==> src/rtl/lsu_mem_if_if.sv <==
// Bus bundle between the load/store unit, the CPU request/response side and
// the byte-banked data memory.
//   master : the load/store unit (drives req_ready, resp_*, mem_* outputs)
//   slave  : the environment (CPU datapath and memory), drives req_* and mem_dataout
interface lsu_mem_if_if;
    logic        req_valid;
    logic        req_ready;
    logic        req_we;
    logic [2:0]  req_funct3;
    logic [31:0] req_addr;
    logic [31:0] req_wdata;
    logic        resp_valid;
    logic [31:0] resp_rdata;
    logic        resp_err;
    logic [31:0] mem_raddress;
    logic [31:0] mem_waddress;
    logic [31:0] mem_datain;
    logic [3:0]  mem_wr;
    logic [31:0] mem_dataout;

    modport master (
        input  req_valid, req_we, req_funct3, req_addr, req_wdata, mem_dataout,
        output req_ready, resp_valid, resp_rdata, resp_err,
        output mem_raddress, mem_waddress, mem_datain, mem_wr
    );

    modport slave (
        output req_valid, req_we, req_funct3, req_addr, req_wdata, mem_dataout,
        input  req_ready, resp_valid, resp_rdata, resp_err,
        input  mem_raddress, mem_waddress, mem_datain, mem_wr
    );
endinterface

==> src/rtl/lsu_mem_if.sv <==
// Load/store initiator for the byte-banked 32-bit data memory.
// Accepts one RISC-V load/store at a time, drives the memory's read/write
// address, write data and byte enables, captures read data after
// READ_LATENCY edges and returns a formatted load result or store completion.
// Ports:
//   Clk      : system clock, rising edge
//   Reset_n  : synchronous active-low reset
//   bus      : lsu_mem_if_if.master (request, response and memory signals)
module lsu_mem_if #(
    parameter int unsigned READ_LATENCY = 1,
    parameter int unsigned ADDR_BITS    = 16
) (
    input  logic          Clk,
    input  logic          Reset_n,
    lsu_mem_if_if.master  bus
);

    localparam int unsigned CNT_W = 3;
    localparam int unsigned DW    = 32;
    localparam logic [CNT_W-1:0] LAT_LAST = CNT_W'(READ_LATENCY - 1);

    typedef enum logic [2:0] {
        IDLE      = 3'd0,
        WRITE     = 3'd1,
        READ_WAIT = 3'd2,
        RESP      = 3'd3,
        FAULT     = 3'd4
    } state_t;

    state_t             state_q, state_d;
    logic               ready_q, ready_d;
    logic               resp_valid_q, resp_valid_d;
    logic               resp_err_q, resp_err_d;
    logic [DW-1:0]      resp_rdata_q, resp_rdata_d;
    logic [DW-1:0]      raddr_q, raddr_d;
    logic [DW-1:0]      waddr_q, waddr_d;
    logic [DW-1:0]      datain_q, datain_d;
    logic [3:0]         wr_q, wr_d;
    logic [2:0]         funct3_q, funct3_d;
    logic [CNT_W-1:0]   cnt_q, cnt_d;

    logic               accept;
    logic               addr_fault;
    logic               funct_fault;

    // Sign/zero extension of the raw memory word according to the load type.
    function automatic logic [DW-1:0] format_load(input logic [2:0] f3,
                                                  input logic [DW-1:0] d);
        logic [DW-1:0] r;
        case (f3)
            3'd0:    r = {{24{d[7]}}, d[7:0]};
            3'd1:    r = {{16{d[15]}}, d[15:0]};
            3'd2:    r = d;
            3'd4:    r = {24'd0, d[7:0]};
            3'd5:    r = {16'd0, d[15:0]};
            default: r = '0;
        endcase
        return r;
    endfunction

    // Byte enables; data is never shifted, so the low byte always sits in lane 0.
    function automatic logic [3:0] store_mask(input logic [2:0] f3);
        logic [3:0] m;
        case (f3)
            3'd0:    m = 4'b0001;
            3'd1:    m = 4'b0011;
            3'd2:    m = 4'b1111;
            default: m = 4'b0000;
        endcase
        return m;
    endfunction

    // Request qualification
    always_comb begin
        accept      = bus.req_valid & ready_q;
        addr_fault  = (bus.req_addr >> ADDR_BITS) != 32'd0;
        if (bus.req_we) begin
            funct_fault = bus.req_funct3 > 3'd2;
        end else begin
            funct_fault = (bus.req_funct3 == 3'd3) || (bus.req_funct3 == 3'd6) ||
                          (bus.req_funct3 == 3'd7);
        end
    end

    // Next-state and next-output logic; every output is registered below.
    always_comb begin
        state_d      = state_q;
        resp_valid_d = 1'b0;
        resp_err_d   = 1'b0;
        resp_rdata_d = '0;
        raddr_d      = raddr_q;
        waddr_d      = waddr_q;
        datain_d     = datain_q;
        wr_d         = 4'b0000;
        funct3_d     = funct3_q;
        cnt_d        = cnt_q;

        case (state_q)
            IDLE: begin
                if (accept) begin
                    if (addr_fault || funct_fault) begin
                        state_d      = FAULT;
                        resp_valid_d = 1'b1;
                        resp_err_d   = 1'b1;
                    end else if (bus.req_we) begin
                        // Store completes in the same cycle the enables are driven.
                        state_d      = WRITE;
                        waddr_d      = bus.req_addr;
                        datain_d     = bus.req_wdata;
                        wr_d         = store_mask(bus.req_funct3);
                        resp_valid_d = 1'b1;
                    end else begin
                        state_d  = READ_WAIT;
                        raddr_d  = bus.req_addr;
                        funct3_d = bus.req_funct3;
                        cnt_d    = '0;
                    end
                end
            end
            READ_WAIT: begin
                // Count edges since the read address became stable.
                if (cnt_q == LAT_LAST) begin
                    state_d      = RESP;
                    resp_valid_d = 1'b1;
                    resp_rdata_d = format_load(funct3_q, bus.mem_dataout);
                end else begin
                    cnt_d = cnt_q + CNT_W'(1);
                end
            end
            WRITE:   state_d = IDLE;
            RESP:    state_d = IDLE;
            FAULT:   state_d = IDLE;
            default: state_d = IDLE;
        endcase

        ready_d = (state_d == IDLE);
    end

    // State and output registers
    always_ff @(posedge Clk) begin
        if (!Reset_n) begin
            state_q      <= IDLE;
            ready_q      <= 1'b0;
            resp_valid_q <= 1'b0;
            resp_err_q   <= 1'b0;
            resp_rdata_q <= '0;
            raddr_q      <= '0;
            waddr_q      <= '0;
            datain_q     <= '0;
            wr_q         <= 4'b0000;
            funct3_q     <= 3'd0;
            cnt_q        <= '0;
        end else begin
            state_q      <= state_d;
            ready_q      <= ready_d;
            resp_valid_q <= resp_valid_d;
            resp_err_q   <= resp_err_d;
            resp_rdata_q <= resp_rdata_d;
            raddr_q      <= raddr_d;
            waddr_q      <= waddr_d;
            datain_q     <= datain_d;
            wr_q         <= wr_d;
            funct3_q     <= funct3_d;
            cnt_q        <= cnt_d;
        end
    end

    assign bus.req_ready    = ready_q;
    assign bus.resp_valid   = resp_valid_q;
    assign bus.resp_err     = resp_err_q;
    assign bus.resp_rdata   = resp_rdata_q;
    assign bus.mem_raddress = raddr_q;
    assign bus.mem_waddress = waddr_q;
    assign bus.mem_datain   = datain_q;
    assign bus.mem_wr       = wr_q;

endmodule

==> src/flat_wrapper.sv <==
// flat-port wrapper written by rule: the top's interface ports become plain ports
module lsu_mem_if_flat 
#(
    parameter int unsigned READ_LATENCY = 1,
    parameter int unsigned ADDR_BITS    = 16
)
  (Clk, Reset_n, bus_req_valid, bus_req_we, bus_req_funct3, bus_req_addr, bus_req_wdata, bus_mem_dataout, bus_req_ready, bus_resp_valid, bus_resp_rdata, bus_resp_err, bus_mem_raddress, bus_mem_waddress, bus_mem_datain, bus_mem_wr);
  lsu_mem_if_if bus_i ();
  input  logic Clk;
  input  logic Reset_n;
  input wire logic [$bits(bus_i.req_valid)-1:0] bus_req_valid;
  input wire logic [$bits(bus_i.req_we)-1:0] bus_req_we;
  input wire logic [$bits(bus_i.req_funct3)-1:0] bus_req_funct3;
  input wire logic [$bits(bus_i.req_addr)-1:0] bus_req_addr;
  input wire logic [$bits(bus_i.req_wdata)-1:0] bus_req_wdata;
  input wire logic [$bits(bus_i.mem_dataout)-1:0] bus_mem_dataout;
  output wire logic [$bits(bus_i.req_ready)-1:0] bus_req_ready;
  output wire logic [$bits(bus_i.resp_valid)-1:0] bus_resp_valid;
  output wire logic [$bits(bus_i.resp_rdata)-1:0] bus_resp_rdata;
  output wire logic [$bits(bus_i.resp_err)-1:0] bus_resp_err;
  output wire logic [$bits(bus_i.mem_raddress)-1:0] bus_mem_raddress;
  output wire logic [$bits(bus_i.mem_waddress)-1:0] bus_mem_waddress;
  output wire logic [$bits(bus_i.mem_datain)-1:0] bus_mem_datain;
  output wire logic [$bits(bus_i.mem_wr)-1:0] bus_mem_wr;
  assign bus_i.req_valid = bus_req_valid;
  assign bus_i.req_we = bus_req_we;
  assign bus_i.req_funct3 = bus_req_funct3;
  assign bus_i.req_addr = bus_req_addr;
  assign bus_i.req_wdata = bus_req_wdata;
  assign bus_i.mem_dataout = bus_mem_dataout;
  assign bus_req_ready = bus_i.req_ready;
  assign bus_resp_valid = bus_i.resp_valid;
  assign bus_resp_rdata = bus_i.resp_rdata;
  assign bus_resp_err = bus_i.resp_err;
  assign bus_mem_raddress = bus_i.mem_raddress;
  assign bus_mem_waddress = bus_i.mem_waddress;
  assign bus_mem_datain = bus_i.mem_datain;
  assign bus_mem_wr = bus_i.mem_wr;
  lsu_mem_if #(.READ_LATENCY(READ_LATENCY), .ADDR_BITS(ADDR_BITS)) u_core (.Clk(Clk), .Reset_n(Reset_n), .bus(bus_i));
endmodule
==> config.mk <==
export PLATFORM = sky130hd
export DESIGN_NAME = lsu_mem_if_flat
export DESIGN_NICKNAME = d
export VERILOG_FILES = /design/src/rtl/lsu_mem_if_if.sv /design/src/rtl/lsu_mem_if.sv /design/src/flat_wrapper.sv
export SDC_FILE = /design/constraint.sdc
export NUM_CORES = 1
export LEC_CHECK = 0
export BUFFER_PORTS_ARGS = -buffer_cell sky130_fd_sc_hd__buf_4
export CORE_UTILIZATION = 25
export DETAILED_ROUTE_END_ITERATION = 8
export PLACE_DENSITY_LB_ADDON = 0.3
export SETUP_SLACK_MARGIN = 0.1
export SYNTH_ARGS = -nofsm -noshare
export SYNTH_HDL_FRONTEND = slang
export SYNTH_SLANG_ARGS = --single-unit
==> constraint.sdc <==
create_clock -name Clk -period 2.8 [get_ports Clk]
set_input_delay 0.28 -clock Clk [delete_from_list [all_inputs] [get_ports Clk]]
set_output_delay 0.28 -clock Clk [all_outputs]
set_load 0.05 [all_outputs]
**Yosys cells after proc, flatten, opt, wreduce, memory -nomap -nowiden**

Cells that the tools add are included.

- Register bits: 144
- Bits of input ports: 103
- Output and inout port bits: 135
- Word-level logic and storage cells: 68

- $add $sub $neg: 1
- $lt $le $gt $ge: 1
- Equal/unequal tests: 14
- Muxes and demuxes: 19
- Bitwise operators: 6
- Reductions and logical operators: 16

Operator list:

| cell | count |
|---|---|
| $pmux 32 s5 | 1 |
| $reduce_bool 32->1 | 1 |
| $mux 3 | 7 |
| $logic_not 3->1 | 5 |
| $eq 3x2->1 const B | 4 |
| $eq 3x3->1 const B | 4 |
| $pmux 3 s2 | 2 |
| $pmux 4 s3 | 1 |
| $reduce_and 4->1 | 2 |
| $eq 3x1->1 const B | 2 |
| $mux 1 | 6 |
| $ne 2x2->1 const B | 3 |
| $reduce_and 3->1 | 2 |
| $not 1->1 | 5 |
| $reduce_and 5->1 | 1 |
| $reduce_or 5->1 | 1 |
| $add 3x1->3 const B | 1 |
| $gt 3x2->1 const B | 1 |
| $logic_or 1x1->1 | 3 |
| $mux 2 | 1 |
| $ne 2x1->1 const B | 1 |
| $pmux 1 s2 | 1 |
| $reduce_bool 2->1 | 1 |
| $and 1x1->1 | 1 |

**Depth between registers and ports, before layout**

- Depth after elaboration: 9
- Gate-level depth with buffers: 8
- Gate-level depth less buffers: 6

**Least setup slack after synthesis**

OpenSTA, ideal clock, no wires.

- Kind: register to register
- From: reg u_core.ready_q, in the netlist u_core.bus.req_ready
- To: reg u_core.raddr_q[16], in the netlist u_core.bus.mem_raddress[16]
- Setup time: 116 ps
- Data arrival time: 2169 ps
- Data required time: 2684 ps
- Slack: 515 ps
- Cell stages (with the launch flop): 7
- Buffers on the path: 2
- Clock period less this slack: 2285 ps
- Cells stage by stage: dfxtp_1 nand2_1 or4_1 or3_1 buf_6 buf_6 and3_1

- Longest elaborated chain between the ends: 2

RTL lines:

| what | line | text |
|---|---|---|
| start, declared | lsu_mem_if.sv:31 | `logic ready_q, ready_d;` |
| start signal, assigned | lsu_mem_if.sv:155 | `ready_q <= ready_d;` |
| $and 1x1->1 | lsu_mem_if.sv:75 | `accept = bus.req_valid & ready_q;` |
| $reduce_and 4->1 (no line) | n/a |  |
| end signal, assigned | lsu_mem_if.sv:159 | `raddr_q <= raddr_d;` |
| end, declared | lsu_mem_if.sv:35 | `logic [DW-1:0] raddr_q, raddr_d;` |

Every way passes these cells.
A chain may end at the register's enable or synchronous reset.

**Worst setup path in the final report**

- From: reg u_core.state_q[0]
- To: reg u_core.raddr_q[26], in the netlist u_core.bus.mem_raddress[26]

- Longest elaborated chain between the ends: 2

RTL lines:

| what | line | text |
|---|---|---|
| start, declared | lsu_mem_if.sv:30 | `state_t state_q, state_d;` |
| start signal, assigned | lsu_mem_if.sv:154 | `state_q <= state_d;` |
| $logic_not 3->1 | lsu_mem_if.sv:98 | `case (state_q)` |
| $reduce_and 4->1 (no line) | n/a |  |

Every way passes these cells.

==> results.md <==
- Status: finished, final reports clean
- Synthesized area: 5015 µm²
- Avg WL per Cell: 13.69 µm
- Fillers: 2038
- Core ar.: 19590 µm²
- Area of placed instances: 6999 µm²
- Synth cell types: 39
- Post-Layout Cell Count: 1058
- Worst setup margin: 0.7566 ns
- Root buf cell: clkbuf_16
- F_max: 489.4 MHz
- Crit path max-delay cell type: or4_1
- Asr flop ratio synth: 0
- Clk sinks: 143
- Die Y: 143.6 µm
- Detail Route Antenna Nets: 0
- Dpl cells: 1026
- RSZ-0062 raised after global routing: false
- Final Util: 0.3879
- Final Skew: 0.01065 ns
- Reg clk slew, reported paths: 0.07 ns
- # DRC: 0
- Sequential fraction of the synthesis area: 0.5709
- Hold Vio Cnt, Final: 0
- Slew margin rel.: 0.5944
- Worst slew pin tran: 0.6084 ns
- PortBufs: 237
- Final WL: 14.48 mm
- Row count: 51
- Worst min path class: input port to flop
- Worst vdd ir: 0.3903 mV
- H-tree depth: 4
- Antenna violations before repair: 0
- Post-synth EDFFs: 0
- Post-CTS resize count: 0
- Syn-to-layout area delta: 51.55%
- All-Layer GR Usage: 0.1354
- Worst endpoint required time: 3.11 ns
- Setup crit start kind: flop
- Diode count: 0
- Design area: 7600 µm²
- Setup Buffers After CTS: 0
- Net Count, Synth: 662
- Worst skew pair latency: 0.42 ns
- First-pass GRT wire length: 21.14 mm
- Min Clock Period, post-route: 2.043 ns
- Drt initial violations: 128
- Period Utilization, post-route: 0.7298
- Critical path, cell by cell: or2_4, or4_1, or3_1, buf_4, and3_1
- Final Setup Violations: 0
- Critical path fanouts, max: 36
- Reg area: 2863 µm²
- Io pins: 238
- CTS Buf Count: 17
- Die X-Extent: 143.6 µm
- Pwr Density: 598.1 nW/µm²
- Setup TNS: 0 ns
- CTS tree: yes
- Dpl hpwl: 10.04 mm
- Max Slew Vio Count: 0
- Main synth FF type: dfxtp_1
- Grt total ovfl: 0
- Mapped Cells: 557
- Die area: 20630 µm²
- Max-cap viol count: 0
- First-pass DRT Iterations: 4
- Gpl congestion: 0.7569
- Share of cells above drive strength 1: 0.3594
- Number of global-route vias before repair: 3921
- Post-CTS Hold Buffers: 0
- Vias per inst: 4.162
- Synthesis Warnings: 0
- Largest net degree at the start of global routing: 68
- Clock Path Buffers: 2
- Net count, final: 885
- Vias post-DR: 4403
- Syn avg cell area: 9.003 µm²
- Crit path DAT: 2.35 ns
- Synth Register Bits: 143
- CP endpoint kind: flop
- Biggest cell delay along the critical path: 0.47 ns
- DP Worst Slack: 0.6248 ns
- Setup Crit Path Kind: flop to flop
- Initial Util: 0.2560
- Leak Pwr: 3.357 nW
- Multi-input gate area: 1938 µm²
[synthesized netlist by cell type, types with 2 or more instances]
library cell	instances	area [µm²]
nand2_1	159	596.8
a31oi_1	3	18.77
inv_1	4	15.01
dfxtp_1	143	2863
buf_6	4	45.04
ha_1	2	25.02
and3_1	35	219.0
buf_4	4	30.03
buf_2	4	20.02
or4_1	2	15.01
a21boi_0	58	435.4
nor4_1	3	18.77
nor2b_1	2	12.51
or2_2	2	12.51
and2_1	8	50.05
clkbuf_1	26	97.59
nand2b_1	2	12.51
or3_1	2	12.51
xnor2_1	2	17.52
a21oi_1	36	180.2
nor2_1	23	86.33
buf_1	2	7.510
o21ai_0	3	15.01
nand3_1	5	25.02
a21boi_1	9	67.56
[metal layers]
metal  vias to the layer above  track usage  routed length (µm)
met3                        19      0.04199                 918
met2                       123       0.2225                7028
met1                      1985       0.1633                6245
met5                         -            0                   0
li1                       2276            -                   -
met4                         0      0.05599                 291
[metrics by stage]
| stage | total power [mW] | hold WS [ns] |
|---|---|---|
| global placement | 2.281 | 0.4385 |
| detailed placement | 2.281 | 0.4423 |
| floorplan | 2.146 | 0.3558 |
| finish | 4.545 | 0.05966 |
| global route | 4.725 | 0.03474 |
| CTS | 4.624 | 0.03654 |
[critical path: cells and delay by family, from the launching register on]
family / cells / cell delay [ns]
flops: 1 / 0.31
simple gates: 4 / 1.36
buf+inv: 1 / 0.25
[worst paths after layout]
check,start,endpoint,slack [ns],cells after the start
max,u_core.state_q[0]$_SDFF_PN0_,u_core.bus.mem_raddress[26]$_SDFFE_PN0P_,0.76,5
min,bus_mem_dataout[1],u_core.bus.resp_rdata[1]$_SDFF_PN0_,0.06,2
max reg2reg,u_core.state_q[0]$_SDFF_PN0_,u_core.bus.mem_raddress[26]$_SDFFE_PN0P_,0.76,5
min reg2reg,u_core.bus.mem_raddress[4]$_SDFFE_PN0P_,u_core.bus.mem_raddress[4]$_SDFFE_PN0P_,0.45,2
[layout make-up]
type | count | area share
Sequential cell | 143 | 0.3767
Multi-Input combinational cell | 369 | 0.2550
Timing Repair Buffer | 245 | 0.2437
Clock buffer | 17 | 0.05598
Tap cell | 265 | 0.04363
Clock inverter | 15 | 0.02305
Inverter | 4 | 0.001976
[cells by family after synthesis]
logic type,count (synthesis),share of synthesized area
AND/OR/NAND/NOR,252,0.2273
flip-flops,143,0.5709
AO/OA/AOI/OAI,112,0.1475
buffers and inverters,45,0.04391
XOR/XNOR,2,0.003494
adder cells (fa/ha/maj),2,0.004989
multiplexers,1,0.001996
[sequential cells by signal, summed over array words and instances (netlist names)]
register	count
u_core.bus.mem_waddress	32
u_core.bus.resp_rdata	32
u_core.cnt_q	3
u_core.bus.mem_wr	3
u_core.bus.resp_valid	1
u_core.bus.resp_err	1
u_core.bus.mem_datain	32
u_core.bus.req_ready	1
u_core.bus.mem_raddress	32
u_core.funct3_q	3
u_core.state_q	3
[power by group]
part | switching, mW | total [mW] | internal, mW | leakage (nW)
combinational | 0.0783 | 0.196 | 0.117 | 1.92
sequential | 0.00149 | 2.04 | 2.04 | 1.15
clock | 0.969 | 2.31 | 1.34 | 0.285
[cells in the final DEF (no fill, tap or decap), types with 4 or more instances in the layout]
cell type and instances:
nor2_1 23, a21oi_1 36, and2_1 8, and3_1 34, inv_1 4, buf_4 244, nand3_1 4, a21boi_1 9
clkbuf_16 17, dfxtp_1 143, inv_6 5, a21boi_0 58, nand2_1 159
Power figures use the tool's default switching activity.
